### src/rtl/sponge_msg_packer.sv
// sponge_msg_packer
// Packs a stream of IN_W-bit message words into RATE-bit blocks for a sponge
// hash core, strobes each block into the core, and requests the squeeze once
// the message is complete. The digest is latched when the core reports end.
//
// Optional feature macro: SPONGE_PACKER_PAD_EN
//   defined   -> append a single 1 bit after the last message bit, then zeros;
//                a message that ends exactly on a block boundary gets an extra
//                block of 1 followed by RATE-1 zeros.
//   undefined -> no padding; a partial final block is zero-filled.
//
// Ports:
//   clk, rst                 clock, asynchronous active-high reset
//   in_data/in_valid/in_last message word stream (first word -> block MSBs)
//   in_ready                 word accepted when in_valid && in_ready
//   blk_data/blk_valid       rate block and one-cycle absorb strobe to the core
//   start_hash               one-cycle squeeze request to the core
//   core_busy/core_end       core status flags
//   core_digest              core digest, latched into digest_o on core_end
//   digest_o/digest_valid    latched digest of the last completed message
//   busy                     message in progress
module sponge_msg_packer #(
  parameter int IN_W = 8,
  parameter int RATE = 8,
  parameter int N    = 88
) (
  input  logic            clk,
  input  logic            rst,
  input  logic [IN_W-1:0] in_data,
  input  logic            in_valid,
  input  logic            in_last,
  output logic            in_ready,
  output logic [RATE-1:0] blk_data,
  output logic            blk_valid,
  output logic            start_hash,
  input  logic            core_busy,
  input  logic            core_end,
  input  logic [N-1:0]    core_digest,
  output logic [N-1:0]    digest_o,
  output logic            digest_valid,
  output logic            busy
);

  localparam int WORDS = (IN_W > 0) ? (RATE / IN_W) : 1;
  localparam int CNT_W = (WORDS > 1) ? $clog2(WORDS) : 1;

  generate
    if ((IN_W < 1) || (RATE < IN_W) || ((RATE % IN_W) != 0)) begin : g_bad_rate
      $error("sponge_msg_packer: RATE must be a non-zero multiple of IN_W");
    end
  endgenerate

  typedef enum logic [2:0] {
    S_IDLE     = 3'd0,
    S_FILL     = 3'd1,
    S_ISSUE    = 3'd2,
    S_SETTLE   = 3'd3,
    S_PAD      = 3'd4,
    S_FINAL    = 3'd5,
    S_WAIT_END = 3'd6,
    S_DONE     = 3'd7
  } state_e;

  state_e          state_q, state_d;
  logic [CNT_W-1:0] cnt_q, cnt_d;
  logic [RATE-1:0] block_q, block_d;
  logic            msg_open_q, msg_open_d;   // words still expected for this message
  logic            pad_pend_q, pad_pend_d;   // extra padding block still owed
  logic            blk_valid_q, blk_valid_d;
  logic            start_hash_q, start_hash_d;
  logic [N-1:0]    digest_q, digest_d;
  logic            digest_valid_q, digest_valid_d;
  logic            busy_q, busy_d;

  logic            accept_s;
  logic            full_s;
  logic [31:0]     shamt_s;
  logic [RATE-1:0] word_ext_s;
  logic [RATE-1:0] word_vec_s;
  logic [RATE-1:0] msb_one_s;
  logic [RATE-1:0] pad_vec_s;
  logic            pad_set_s;

  // Handshake: ready only in word-accepting states and never while in reset.
  assign in_ready = ~rst & ((state_q == S_IDLE) | (state_q == S_FILL) | (state_q == S_DONE));
  assign accept_s = in_valid & in_ready;
  assign full_s   = (cnt_q == CNT_W'(WORDS - 1));

  // Slot placement and padding vectors for the word being accepted.
  always_comb begin
    shamt_s            = 32'(cnt_q) * 32'(IN_W);
    word_ext_s         = '0;
    word_ext_s[RATE-1 -: IN_W] = in_data;
    word_vec_s         = word_ext_s >> shamt_s;
    msb_one_s          = '0;
    msb_one_s[RATE-1]  = 1'b1;
`ifdef SPONGE_PACKER_PAD_EN
    // Shift past the word just placed; a full block shifts the bit out entirely
    // and the pad moves to a separate block instead.
    pad_vec_s = msb_one_s >> (shamt_s + 32'(IN_W));
    pad_set_s = full_s;
`else
    pad_vec_s = '0;
    pad_set_s = 1'b0;
`endif
  end

  // State register.
  always_ff @(posedge clk or posedge rst) begin
    if (rst) begin
      state_q <= S_IDLE;
    end else begin
      state_q <= state_d;
    end
  end

  // Next-state logic.
  always_comb begin
    state_d = state_q;
    case (state_q)
      S_IDLE, S_FILL, S_DONE: begin
        if (accept_s) begin
          state_d = (in_last || full_s) ? S_ISSUE : S_FILL;
        end else begin
          state_d = state_q;
        end
      end
      S_ISSUE: begin
        if (!core_busy) begin
          state_d = S_SETTLE;
        end else begin
          state_d = S_ISSUE;
        end
      end
      S_SETTLE: begin
        // The strobe cycle itself is skipped: the core has not raised busy yet.
        if (blk_valid_q || core_busy) begin
          state_d = S_SETTLE;
        end else if (msg_open_q) begin
          state_d = S_FILL;
        end else if (pad_pend_q) begin
          state_d = S_PAD;
        end else begin
          state_d = S_FINAL;
        end
      end
      S_PAD:      state_d = S_ISSUE;
      S_FINAL:    state_d = S_WAIT_END;
      S_WAIT_END: begin
        if (core_end) begin
          state_d = S_DONE;
        end else begin
          state_d = S_WAIT_END;
        end
      end
      default:    state_d = S_IDLE;
    endcase
  end

  // Datapath and registered-output next values.
  always_comb begin
    cnt_d          = cnt_q;
    block_d        = block_q;
    msg_open_d     = msg_open_q;
    pad_pend_d     = pad_pend_q;
    digest_d       = digest_q;
    digest_valid_d = digest_valid_q;
    blk_valid_d    = (state_q == S_ISSUE) && !core_busy;
    start_hash_d   = (state_q == S_FINAL);
    busy_d         = !((state_d == S_IDLE) || (state_d == S_DONE));

    if (accept_s) begin
      block_d        = block_q | word_vec_s | (in_last ? pad_vec_s : {RATE{1'b0}});
      cnt_d          = (in_last || full_s) ? {CNT_W{1'b0}} : (cnt_q + CNT_W'(1));
      msg_open_d     = !in_last;
      pad_pend_d     = in_last && pad_set_s;
      digest_valid_d = 1'b0;
    end else if (blk_valid_q) begin
      block_d = '0;
    end else if (state_q == S_PAD) begin
      block_d    = msb_one_s;
      pad_pend_d = 1'b0;
    end else begin
      block_d = block_q;
    end

    if ((state_q == S_WAIT_END) && core_end) begin
      digest_d       = core_digest;
      digest_valid_d = 1'b1;
    end else begin
      digest_d = digest_q;
    end
  end

  // Datapath and output registers.
  always_ff @(posedge clk or posedge rst) begin
    if (rst) begin
      cnt_q          <= '0;
      block_q        <= '0;
      msg_open_q     <= 1'b0;
      pad_pend_q     <= 1'b0;
      blk_valid_q    <= 1'b0;
      start_hash_q   <= 1'b0;
      digest_q       <= '0;
      digest_valid_q <= 1'b0;
      busy_q         <= 1'b0;
    end else begin
      cnt_q          <= cnt_d;
      block_q        <= block_d;
      msg_open_q     <= msg_open_d;
      pad_pend_q     <= pad_pend_d;
      blk_valid_q    <= blk_valid_d;
      start_hash_q   <= start_hash_d;
      digest_q       <= digest_d;
      digest_valid_q <= digest_valid_d;
      busy_q         <= busy_d;
    end
  end

  assign blk_data     = block_q;
  assign blk_valid    = blk_valid_q;
  assign start_hash   = start_hash_q;
  assign digest_o     = digest_q;
  assign digest_valid = digest_valid_q;
  assign busy         = busy_q;

endmodule

### config.mk
export PLATFORM = sky130hd
export DESIGN_NAME = sponge_msg_packer
export DESIGN_NICKNAME = d
export VERILOG_FILES = /design/src/rtl/sponge_msg_packer.sv
export SDC_FILE = /design/constraint.sdc
export NUM_CORES = 1
export LEC_CHECK = 0
export CAP_MARGIN = 25
export CORE_UTILIZATION = 43
export DETAILED_ROUTE_END_ITERATION = 12
export MAX_ROUTING_LAYER = met4
export PLACE_DENSITY = 0.86
export SLEW_MARGIN = 15
export SYNTH_ARGS = -nofsm -noshare
export SYNTH_HDL_FRONTEND = slang
export SYNTH_SLANG_ARGS = --single-unit
### constraint.sdc
create_clock -name clk -period 11.7 [get_ports clk]
set_input_delay 2.34 -clock clk [delete_from_list [all_inputs] [get_ports clk]]
set_output_delay 2.34 -clock clk [all_outputs]
set_load 0.05 [all_outputs]
[Word level (Yosys, flattened, before mapping)]
Index checks and enable logic that the tools add are counted.
Word-level totals
  output and inout bits: 101
  input port bits: 102
  register bits after elaboration: 106
  word-level logic and storage cells: 60
Operators by class
  shift-type cells: 1
  add/subtract/negate cells: 1
  bitwise gates (word level): 7
  eq/ne operators: 9
  multiplexer cells: 17
  reductions and logical operators: 15
Operators by type and width (count)
  2-to-1 mux 8 bit: 3
  one-hot mux 3 bit (6 select lines): 1
  equality test 3 bit (second input constant): 5
  2-to-1 mux 1 bit: 9
  2-to-1 mux 3 bit: 3
  bitwise OR 8 bit: 1
  right shift 8 x 4 -> 8 bit: 1
  equality test 3 x 2 -> 1 bit (second input constant): 2
  logical NOT 3 bit: 2
  nonzero test 2 bit: 2
  equality test 3 x 1 -> 1 bit (second input constant): 1
  logical NOT 1 bit: 3
  logical OR 1 bit: 3
  nonzero test 3 bit: 1
  OR reduction 3 bit: 1
  bitwise AND 1 bit: 2
  logical AND 1 bit: 2
  2-to-1 mux 2 bit: 1
  != test 2 x 1 -> 1 bit (second input constant): 1
  NOT 1 bit: 2
  bitwise OR 1 bit: 2
  AND reduction 2 bit: 1
  adder 1 bit (second input constant): 1

[Logic depth before layout (Yosys ltp)]
Gate-level depths: netlist of the first run.
  depth after elaboration: 10
  depth in mapped cells: 6
  depth with buffers taken out: 4

[Least setup slack after synthesis of the first run]
OpenSTA, ideal clock, no wires.
  path kind: input to output
  start: input rst
  end: output in_ready
  slack: 4.232 ns
  stages on the path: 2
  arrival time: 5.128 ns
  buffers on the path: 0
  data required time: 9.360 ns
  cell sequence: inv_1 -> o21a_1
Between the ends
  cells in the longest elaborated chain, start to end: 2
Ends and longest elaborated chain
  from (decl): line 28  | input logic rst,
  NOT 1 bit: line 85  | assign in_ready = ~rst & ((state_q == S_IDLE) | (state_q == S_FILL) | (state_q == S_DONE));
  bitwise AND 1 bit: line 85
  to (decl): line 32  | output logic in_ready,
No other way between the ends.

[Worst setup path after layout of the first run]
Same ends and word-level chain as after synthesis.

==> results of run 1 <==
critical path, stage by stage:
cell	delay [ps]
clkdlybuf4s50_1	470
inv_4	270
o21a_1	180
clkdlybuf4s50_1	790
synth_stat cells:
cell type  instances  area, µm²
mux2_2            79        890
buf_2              9       45.0
or2_2              1       6.26
o2bb2ai_1          1       8.76
buf_4              1       7.51
buf_6              2       22.5
nor4_1             2       12.5
mux2_4             9        135
nand2_1            7       26.3
inv_1              4       15.0
nor2_1             3       11.3
nor2_2             1       6.26
dfrtp_1          105       2630
o21a_1             2       15.0
nand4bb_1          1       11.3
and4b_1            2       20.0
a211oi_2           1       12.5
o31a_1             1       8.76
nand2b_1           1       6.26
a311oi_1           1       8.76
o41a_1             1       11.3
nand3_2            1       10.0
mux2i_1            1       10.0
a22o_1             7       61.3
and2b_1            2       15.0
o21ai_2            2       17.5
and3_1             3       18.8
and2_1             1       6.26
nor3b_1            1       7.51
o21ai_0            2       10.0
a21oi_1            1       5.00
per-stage QoR:
step	power, µW	instances	worst slack, ps	instance area [µm²]
floorplan	1490	255	4230	4070
global placement	1910	558	5310	6180
detailed placement	1940	558	5280	6180
CTS	2170	573	5270	6380
global route	2240	574	5200	6410
finish	2150	574	5310	6410
per-layer routing:
| layer | up-vias | track usage, % | share of wire (%) |
|---|---|---|---|
| li1 | 1314 | - | - |
| met1 | 1409 | 22.4 | 38 |
| met2 | 108 | 33.7 | 54 |
| met3 | 12 | 4.29 | 5.9 |
| met4 | 0 | 6.11 | 1.4 |
| met5 | - | - | 0 |
power groups by stage:
stage / Clock, µW / Sequential [µW] / Combinational, µW
detailed placement: 0 / 647 / 1290
finish: 224 / 637 / 1290
global placement: 0 / 633 / 1280
floorplan: 0 / 1230 / 263
global route: 249 / 658 / 1330
CTS: 232 / 638 / 1300
cells by family (layout without fill, tap and decap cells):
| logic type | after synthesis | after routing | share of synthesized area (%) |
|---|---|---|---|
| flip-flops | 105 | 105 | 64.6 |
| multiplexers | 89 | 89 | 25.4 |
| AND/OR/NAND/NOR | 26 | 26 | 3.88 |
| AO/OA/AOI/OAI | 19 | 19 | 3.91 |
| buffers and inverters | 16 | 224 | 2.21 |
state kept, by name (all words and copies together), names as in the netlist:
register	flops
blk_valid	1
blk_data	8
cnt_q	1
digest_o	88
msg_open_q	1
state_q	3
digest_valid	1
busy	1
start_hash	1
path summary, 6_finish.rpt:
kind | endpoint | depth (start not counted)
min reg2reg | msg_open_q$_DFFE_PP0P_ | 2
max | in_ready | 4
min in group asynchronous | msg_open_q$_DFFE_PP0P_ | 2
min | msg_open_q$_DFFE_PP0P_ | 2
max in group asynchronous | digest_valid$_DFFE_PP0P_ | 4
max reg2reg | digest_o[45]$_DFFE_PP0P_ | 4
layout make-up:
class / instances / area share [%]
clock buffer: 11 / 2.36
inverter: 4 / 0.273
sequential: 105 / 41.0
tap: 111 / 2.17
multi-input combinational: 134 / 21.2
timing repair buffer: 205 / 32.2
clock inverter: 4 / 0.820
layout by cell type (no fill, tap or decap), drive strengths merged:
| cell type | instances |
|---|---|
| nand2 | 7 |
| nand2b | 1 |
| and2b | 2 |
| dfrtp | 105 |
| a22o | 7 |
| or2 | 1 |
| bufinv | 1 |
| clkdlybuf4s50 | 202 |
| nand4bb | 1 |
| nand3 | 1 |
| nor2 | 4 |
| nor4 | 2 |
| mux2i | 1 |
| a211oi | 1 |
| inv | 4 |
| mux2 | 88 |
| clkbuf | 11 |
| o21ai | 4 |
| buf | 3 |
| a311oi | 1 |
| o31a | 1 |
| and4b | 2 |
| and2 | 1 |
| o2bb2ai | 1 |
| clkinv | 3 |
| and3 | 3 |
| a21oi | 1 |
| o21a | 2 |
| o41a | 1 |
| nor3b | 1 |
==> flow_summary.rst, run 1 <==
.. list-table::
   :header-rows: 1

   * - Metric
     - Value
   * - Post-Synthesis Mean Instance Area
     - about 16 µm²
   * - Clock tree from TritonCTS
     - done
   * - Max-Slew Margin vs Limit
     - just under 60%
   * - Skew final
     - between 8 and 9 ps
   * - Fraction of final layout cells sized beyond drive strength 1
     - between 20% and 30%
   * - Maximum buffer depth of the clock tree
     - 2
   * - Worst skew pair latency
     - between 300 and 400 ps
   * - Internal cell power
     - roughly 1100 µW
   * - Final setup TNS
     - 0 ps
   * - Average wire length per cell after detail routing
     - about 16 µm
   * - Synthesized net count
     - between 300 and 400
   * - Kind of start point of the critical path
     - input port
   * - Worst EP arrival
     - approximately 4100 ps
   * - R2r startpoint
     - state_q[0]$_DFF_PP0_
   * - Maximum resistive drop on vdd
     - approximately 0.0002 V
   * - Time the final worst path needs with I/O delays and setup
     - 6390 ps
   * - Area of combinational cells with multiple inputs
     - 0.00136 mm²
   * - Startpoint of the worst setup timing path
     - rst
   * - Final-layout fill cell count
     - 646
   * - Highest achievable clock rate
     - 0.156 GHz
   * - Drt first-iter violations
     - 44
   * - Tightest hold margin
     - 496 ps
   * - Max FO, Critical Path
     - 25
   * - Via count normalized by instance count
     - a little under 5
   * - Post CTS Setup Buffer Count
     - 0
   * - Net switching power of the design
     - 1010 µW
   * - Count of standard-cell rows
     - 35
   * - Pwr/cell area
     - about 340 mW/mm²
   * - Synth warn
     - 0
   * - Sequential cell area fraction in the yosys report
     - around 65%
   * - Worst endpoint required time
     - approximately 9400 ps
   * - Clock-pin slew of the registers on the worst-case setup and hold paths
     - roughly 100 ps
   * - Number of hold buffers added after cts
     - 0
   * - Portion of total power attributed to combinational logic
     - 59.9%
   * - DR pass1 iterations
     - 4
   * - Final Max Tran Viols
     - 0
   * - Post-synthesis instance area
     - 0.00407 mm²
   * - Initial core utilization
     - approximately 44%
   * - FF+latch count, synth
     - 105
   * - Horizontal die dimension
     - a little under 100 µm
   * - Number of global-route vias before repair
     - 2,861
   * - Global-route wire length before repair
     - roughly 14,000 µm
   * - Switching Fraction
     - between 40% and 50%
   * - Fraction of power consumed by sequential logic
     - 29.7%
   * - Global placer's final weighted congestion
     - between 0.8 and 0.9
   * - Total wire length
     - roughly 9000 µm
   * - Resized cells post-CTS
     - 0
   * - GRT Residual Overflow
     - 0
   * - TritonCTS Sinks
     - roughly 110
   * - Antenna violations before repair
     - 0
   * - Leakage power summed over all cells
     - 0.00277 µW
   * - Port Buf Inserts
     - approximately 200
   * - Overall die area
     - a little under 0.01 mm²
   * - Hold Crit Class
     - register to register
   * - Nets
     - 561
   * - Antenna diode count
     - 0
   * - Flop-to-flop setup slack
     - around 9300 ps
   * - MaxCap Viol Count
     - 0
   * - Status
     - completed
   * - Sequential cell area
     - 0.00263 mm²
   * - Via count
     - between 2,000 and 3,000
   * - Worst min-delay path startpoint
     - msg_open_q$_DFFE_PP0P_
   * - Worst Setup End Kind
     - output pin
   * - Num ports
     - a little over 200
   * - End-of-flow core utilization
     - 69.7%
   * - Root buffer cell
     - clkbuf_8
   * - Actual transition at the worst max-transition pin
     - between 600 and 700 ps
   * - Cell count after synthesis
     - ~260
   * - Number of CTS-inserted buffers
     - 9
   * - Setup repair after global routing missed its margin
     - false
   * - Maximum number of pins on one net before global-route repair
     - 83
   * - Area overhead of the layout relative to synthesis
     - 57.6%
   * - Core box area
     - just over 0.009 mm²
   * - Endpoints failing setup
     - 0
   * - Overall fraction of global-route tracks in use
     - about a fifth
   * - Deepest level of the CTS H-tree
     - 3
   * - Tcrit/Tclk final
     - between 50% and 60%
   * - Die boundary height
     - a little under 100 µm
   * - Part of the total power dissipated in the clock network
     - 10.4%
   * - # DRC
     - 0
   * - Count of different cell masters after synthesis
     - 31
   * - Half-perimeter wire length after detailed placement
     - roughly 6900 µm
   * - Worst setup path class
     - input port to output pin
   * - Number of routed nets with antenna violations
     - 0
   * - Hold Vio Cnt, Final
     - 0
Note: power is estimated with default switching activity, not from simulation.
==> run 2: changes to the inputs <==
--- a/config.mk
+++ b/config.mk
@@ -6,10 +6,10 @@
 export NUM_CORES = 1
 export LEC_CHECK = 0
 export CAP_MARGIN = 25
-export CORE_UTILIZATION = 43
+export CORE_UTILIZATION = 40
 export DETAILED_ROUTE_END_ITERATION = 12
 export MAX_ROUTING_LAYER = met4
-export PLACE_DENSITY = 0.86
+export PLACE_DENSITY = 0.81
 export SLEW_MARGIN = 15
 export SYNTH_ARGS = -nofsm -noshare
 export SYNTH_HDL_FRONTEND = slang
==> constraint.sdc (replaced) <==
create_clock -name clk -period 6.58 [get_ports clk]
set_input_delay 1.316 -clock clk [delete_from_list [all_inputs] [get_ports clk]]
set_output_delay 1.316 -clock clk [all_outputs]
set_load 0.05 [all_outputs]
==> run 2 against run 1 <==
  * Routed wire length increased by 5.3%
  * Via count increased by 0.88%
  * First-iteration DRC count decreased by 18%
  * Combinational power increased by 78%
  * Utilization decreased by 4.9 points
  * Clock-buffer cell count increased by 2
  * Sequential share of layout area increased by 0.31 points
  * Clock skew increased by 2.6 ps
  * Highest routed layer unchanged
==> flow_summary.rst, run 2 (same netlist as run 1, synthesis figures left out) <==
.. list-table::
   :header-rows: 1

   * - Metric
     - Value
   * - Average wire length per cell after detail routing
     - between 15 and 20 µm
   * - Number of hold buffers added after cts
     - 0
   * - Setup repair after global routing missed its margin
     - false
   * - Tcrit/Tclk final
     - 70.4%
   * - Clock tree from TritonCTS
     - done
   * - Kind of start point of the critical path
     - input port
   * - Most frequent standard cell in the layout excluding fill and tap cells
     - clkdlybuf4s50_1
   * - Endpoints failing setup
     - 0
   * - Area overhead of the layout relative to synthesis
     - 56.4%
   * - Actual transition at the worst max-transition pin
     - ~670 ps
   * - Fraction of final layout cells sized beyond drive strength 1
     - 23.5%
   * - Horizontal die dimension
     - between 100 and 150 µm
   * - Net switching power of the design
     - 1800 µW
   * - Flip-flop count of the largest register, all copies and words added
     - 88
   * - Fraction of power consumed by sequential logic
     - 30.2%
   * - Deepest level of the CTS H-tree
     - 3
   * - Worst EP arrival
     - approximately 3300 ps
   * - Global-route wire length before repair
     - approximately 15,000 µm
   * - Num ports
     - 203
   * - Half-perimeter wire length after detailed placement
     - ~7400 µm
   * - Number of CTS-inserted buffers
     - 9
   * - Leakage power summed over all cells
     - around 0.0027 µW
   * - Via count
     - about 2,900
   * - Worst endpoint required time
     - around 5300 ps
   * - Total wire length
     - around 9800 µm
   * - Number of cells on the worst reg-to-reg path
     - 4
   * - Maximum number of pins on one net before global-route repair
     - 55
   * - Initial core utilization
     - between 40% and 50%
   * - Part of the total power dissipated in the clock network
     - 9.0%
   * - Clock-pin slew of the registers on the worst-case setup and hold paths
     - 80 ps
   * - Worst Setup End Kind
     - output pin
   * - Antenna diode count
     - 0
   * - Time the final worst path needs with I/O delays and setup
     - 4630 ps
   * - Flop-to-flop setup slack
     - about 4200 ps
   * - Skew final
     - roughly 11 ps
   * - Port Buf Inserts
     - between 200 and 250
   * - Final setup TNS
     - 0 ps
   * - Nets
     - 560
   * - Count of standard-cell rows
     - 36
   * - Max-Slew Margin vs Limit
     - 55.3%
   * - Resized cells post-CTS
     - 0
   * - R2r startpoint
     - state_q[0]$_DFF_PP0_
   * - Switching Fraction
     - a little under half
   * - Number of global-route vias before repair
     - a little under 3,000
   * - Max FO, Critical Path
     - between 50 and 60
   * - Worst setup path class
     - input port to output pin
   * - Core box area
     - about 0.01 mm²
   * - Antenna violations before repair
     - 0
   * - Via count normalized by instance count
     - just under 5
   * - Pwr/cell area
     - 591 mW/mm²
   * - Worst skew pair latency
     - approximately 360 ps
   * - Final Max Tran Viols
     - 0
   * - Drt first-iter violations
     - 36
   * - Hold Vio Cnt, Final
     - 0
   * - GRT Residual Overflow
     - 0
   * - Post CTS Setup Buffer Count
     - 0
   * - Number of routed nets with antenna violations
     - 0
   * - Endpoint of the most critical register-to-register path
     - digest_o[33]$_DFFE_PP0P_
   * - Highest achievable clock rate
     - 0.216 GHz
   * - End-of-flow core utilization
     - approximately two thirds
   * - Destination of the critical timing path
     - in_ready
   * - Overall die area
     - roughly 0.011 mm²
   * - Overall fraction of global-route tracks in use
     - a little under a fifth
   * - MaxCap Viol Count
     - 0
   * - Startpoint of the worst setup timing path
     - rst
   * - Status
     - completed
   * - Maximum resistive drop on vdd
     - around 0.00037 V
   * - Hold Crit Class
     - register to register
   * - DR pass1 iterations
     - 4
   * - Most used cells in the layout excluding fill and tap cells
     - 202 x clkdlybuf4s50_1, 105 x dfrtp_1, 79 x mux2_2, 9 x mux2_4, 9 x clkbuf_8
   * - Maximum buffer depth of the clock tree
     - 2
   * - TritonCTS Sinks
     - ~110
   * - Global placer's final weighted congestion
     - a little under 0.8
   * - Root buffer cell
     - clkbuf_8
   * - # DRC
     - 0
   * - Internal cell power
     - approximately 2000 µW
   * - Die boundary height
     - 103 µm
   * - Portion of total power attributed to combinational logic
     - approximately three fifths
   * - Total power
     - between 3000 and 4000 µW
   * - Final-layout fill cell count
     - 770
[run 2: layout make-up]
cell class,instances,area (µm²),area share (%)
Clock buffer,13,139,2.18
Clock inverter,3,17.5,0.275
Timing Repair Buffer,204,2040,32.0
Sequential cell,105,2630,41.3
Multi-Input combinational cell,134,1360,21.4
Tap cell,133,166,2.62
Inverter,4,17.5,0.275
[run 2: power groups by stage]
| stage | clock [µW] | sequential (µW) | combinational, µW |
|---|---|---|---|
| after global routing | 378 | 1180 | 2380 |
| final | 339 | 1140 | 2290 |
| after detailed placement | 0 | 1150 | 2300 |
| after CTS | 352 | 1140 | 2310 |
| after global placement | 0 | 1130 | 2270 |
| after floorplan | 0 | 2190 | 468 |
[run 2: metrics by stage]
| step | hold slack [ps] | worst slack, ps | std cells | cell area (µm²) |
|---|---|---|---|---|
| 4_1_cts | 503 | 1910 | 596 | 6360 |
| 5_1_grt | 517 | 1830 | 596 | 6360 |
| 3_5_place_dp | 484 | 1910 | 580 | 6210 |
| 3_3_place_gp | 463 | 1930 | 580 | 6210 |
| 2_1_floorplan | 450 | 1160 | 255 | 4070 |
| 6_report | 491 | 1950 | 596 | 6360 |
[run 2: layer usage]
metal  global-route usage, %  up-vias  share of wire [%]
met5                       -        -                  0
met3                    5.29       18                8.7
met1                    21.2     1395                 38
met2                    32.3      136                 51
li1                        -     1319                  -
met4                    8.67        0                2.4
[run 2: how the worst min path moves through the flow]
stage / from / end / cells past startpoint
after floorplan: msg_open_q$_DFFE_PP0P_ / msg_open_q$_DFFE_PP0P_ / 2
after global placement: digest_valid$_DFFE_PP0P_ / digest_valid$_DFFE_PP0P_ / 2
after detailed placement: digest_valid$_DFFE_PP0P_ / digest_valid$_DFFE_PP0P_ / 2
after CTS: digest_valid$_DFFE_PP0P_ / digest_valid$_DFFE_PP0P_ / 2
after global routing: blk_data[3]$_DFFE_PP0P_ / blk_data[3]$_DFFE_PP0P_ / 1
final: digest_valid$_DFFE_PP0P_ / digest_valid$_DFFE_PP0P_ / 2
[run 2: worst max-delay path: stages]
cell             delay [ps]
clkdlybuf4s50_1         480
inv_4                   510
o21a_1                  210
clkdlybuf4s50_1         800
==> run 3: changes to the inputs <==
--- a/config.mk
+++ b/config.mk
@@ -6,10 +6,10 @@
 export NUM_CORES = 1
 export LEC_CHECK = 0
 export CAP_MARGIN = 25
-export CORE_UTILIZATION = 40
+export CORE_UTILIZATION = 36
 export DETAILED_ROUTE_END_ITERATION = 12
 export MAX_ROUTING_LAYER = met4
-export PLACE_DENSITY = 0.81
+export PLACE_DENSITY = 0.77
 export SLEW_MARGIN = 15
 export SYNTH_ARGS = -nofsm -noshare
 export SYNTH_HDL_FRONTEND = slang
==> constraint.sdc (replaced) <==
create_clock -name clk -period 4.2 [get_ports clk]
set_input_delay 0.84 -clock clk [delete_from_list [all_inputs] [get_ports clk]]
set_output_delay 0.84 -clock clk [all_outputs]
set_load 0.05 [all_outputs]
==> run 3 against run 2 <==
  * Critical path depth unchanged
  * Clock power increased by 120%
  * Flip-flop and latch count unchanged
  * Worst hold slack got worse by 6.2 ps
  * Global-route usage decreased by 2.5 points
  * First-iteration DRC count increased to 2.6 times the previous value
  * Cell area increased by 2.2%
  * Utilization decreased by 5.3 points
  * Die area increased by 11%
  * Combinational power increased by 56%
  * Power increased by 62%
  * Sequential share of layout area decreased by 0.89 points
  * Critical endpoint unchanged
  * Highest routed layer unchanged
==> flow_summary.rst, run 3 (same netlist as run 1, synthesis figures left out) <==
.. list-table::
   :header-rows: 1

   * - Metric
     - Value
   * - Skew final
     - 11.9 ps
   * - Total wire length
     - approximately 9400 µm
   * - Tightest hold margin
     - 485 ps
   * - Worst setup path class
     - input port to output pin
   * - Drt first-iter violations
     - 95
   * - Worst skew pair latency
     - between 300 and 400 ps
   * - Deepest level of the CTS H-tree
     - 3
   * - Die boundary height
     - roughly 110 µm
   * - Hold Vio Cnt, Final
     - 0
   * - R2r startpoint
     - state_q[0]$_DFF_PP0_
   * - Tcrit/Tclk final
     - between 70% and 80%
   * - Fraction of final layout cells sized beyond drive strength 1
     - about a quarter
   * - DR pass1 iterations
     - 4
   * - Pwr/cell area
     - between 900 and 1000 mW/mm²
   * - Actual transition at the worst max-transition pin
     - slightly above 700 ps
   * - Worst endpoint required time
     - 3360 ps
   * - Initial core utilization
     - 37.2%
   * - Category of cells accounting for the largest share of critical-path delay
     - buffers and inverters
   * - Max incr delay on CP
     - between 700 and 800 ps
   * - MaxCap Viol Count
     - 0
   * - Clock tree from TritonCTS
     - done
   * - Flip-flop count of the largest register, all copies and words added
     - a little under 90
   * - Met2 WL
     - 4610 µm
   * - Highest achievable clock rate
     - about 0.32 GHz
   * - Number of cells on the critical path
     - 4
   * - Worst EP arrival
     - 2310 ps
   * - Endpoint of the most critical register-to-register path
     - digest_o[4]$_DFFE_PP0P_
   * - Worst path buffer plus inverter count
     - 3
   * - Number of routed nets with antenna violations
     - 0
   * - Core box area
     - between 0.01 and 0.015 mm²
   * - Status
     - completed
   * - Global-route wire length before repair
     - approximately 15,000 µm
   * - Setup repair after global routing missed its margin
     - false
   * - Number of hold buffers added after cts
     - 0
   * - Global placer's final weighted congestion
     - 0.828
   * - Highest layer used for signal routing
     - met4
   * - Flop-to-flop setup slack
     - a little over 2000 ps
   * - TritonCTS Sinks
     - 105
   * - Leakage power summed over all cells
     - 0.00278 µW
   * - Crit-path most repeated cell
     - clkdlybuf4s50_1
   * - Final-layout fill cell count
     - 882
   * - Amount of wire on met3 after detailed routing
     - ~730 µm
   * - Overall die area
     - 0.0117 mm²
   * - Hold Crit Depth
     - 2
   * - Time the final worst path needs with I/O delays and setup
     - 3150 ps
   * - Port Buf Inserts
     - roughly 200
   * - Number of cells on the worst reg-to-reg path
     - 4
   * - Nets
     - ~560
   * - Maximum number of pins on one net before global-route repair
     - 58
   * - Most frequent standard cell in the layout excluding fill and tap cells
     - clkdlybuf4s50_1
   * - Most used cells in the layout excluding fill and tap cells
     - 202 x clkdlybuf4s50_1, 105 x dfrtp_1, 79 x mux2_2, 9 x mux2_4, 9 x clkbuf_16
   * - Average wire length per cell after detail routing
     - 15.6 µm
   * - Root buffer cell
     - clkbuf_16
   * - Worst Setup End Kind
     - output pin
   * - Via count normalized by instance count
     - 4.76
   * - Half-perimeter wire length after detailed placement
     - between 6000 and 7000 µm
   * - Endpoints failing setup
     - 0
   * - Via count
     - approximately 2,900
   * - Antenna diode count
     - 0
   * - GRT Residual Overflow
     - 0
   * - Max-Slew Margin vs Limit
     - between 50% and 60%
   * - Resized cells post-CTS
     - 0
   * - Clock-pin slew of the registers on the worst-case setup and hold paths
     - 70 ps
   * - Kind of start point of the critical path
     - input port
   * - Antenna violations before repair
     - 0
   * - Final setup TNS
     - 0 ps
   * - Crit path cell chain
     - clkdlybuf4s50_1 > clkinvlp_4 > o21a_1 > clkdlybuf4s50_1
   * - Total routed wire length on the met1 layer
     - 3980 µm
   * - Maximum buffer depth of the clock tree
     - 2
   * - Number of CTS-inserted buffers
     - 9
   * - Num ports
     - between 200 and 250
   * - Slowest library cell on the worst path
     - clkdlybuf4s50_1
   * - Hold Crit Class
     - register to register
   * - Worst min-delay path startpoint
     - msg_open_q$_DFFE_PP0P_
   * - Count of standard-cell rows
     - 38
   * - Maximum resistive drop on vdd
     - around 0.00048 V
   * - Horizontal die dimension
     - 108 µm
   * - Post CTS Setup Buffer Count
     - 0
   * - Area overhead of the layout relative to synthesis
     - 59.8%
   * - Max FO, Critical Path
     - 3
   * - Overall fraction of global-route tracks in use
     - roughly 17%
   * - Number of global-route vias before repair
     - around 3,000
   * - Capture endpoint of the worst hold path
     - msg_open_q$_DFFE_PP0P_
   * - Final Max Tran Viols
     - 0
   * - # DRC
     - 0
[run 3: how the worst max path moves through the flow]
stage | startpoint | endpoint | slack [ps]
global route | rst | in_ready | 990
detailed placement | rst | in_ready | 1040
floorplan | rst | in_ready | 490
global placement | rst | in_ready | 1060
CTS | rst | in_ready | 1040
finish | rst | in_ready | 1050
[run 3: cell type report]
type	instances	area [µm²]	area share, %
Tap cell	140	175	2.69
Sequential cell	105	2630	40.4
Inverter	4	18.8	0.289
Clock inverter	4	30.0	0.462
Clock buffer	12	236	3.64
Timing Repair Buffer	205	2060	31.6
Multi-Input combinational cell	134	1360	20.9
[run 3: tightest hold or removal path, stage by stage (launching register included)]
cell	delay (ps)
dfrtp_1	340
nand2_1	40
o21ai_0	60
[run 3: report_power, final]
part	switching [µW]	leakage, µW	internal (µW)
clock network	344	0.000115	403
logic	2230	0.00139	1350
registers	274	0.00127	1510
[run 3: layer usage]
| layer | up-vias | track usage, % |
|---|---|---|
| li1 | 1317 | - |
| met1 | 1426 | 20.6 |
| met2 | 126 | 26.9 |
| met3 | 6 | 4.52 |
| met4 | 0 | 4.63 |
| met5 | - | - |
[run 3: metrics by stage]
| step | util, % | instance area (µm²) | cells | total power [µW] | setup slack, ps |
|---|---|---|---|---|---|
| after floorplan | - | 4070 | 255 | 4160 | 493 |
| after global placement | 57.0 | 6240 | 588 | 5330 | 1060 |
| after detailed placement | 57.0 | 6240 | 588 | 5410 | 1040 |
| after CTS | 59.5 | 6500 | 604 | 6180 | 1040 |
| after global routing | 59.5 | 6500 | 604 | 6390 | 990 |
| final | 59.5 | 6500 | 604 | 6110 | 1050 |
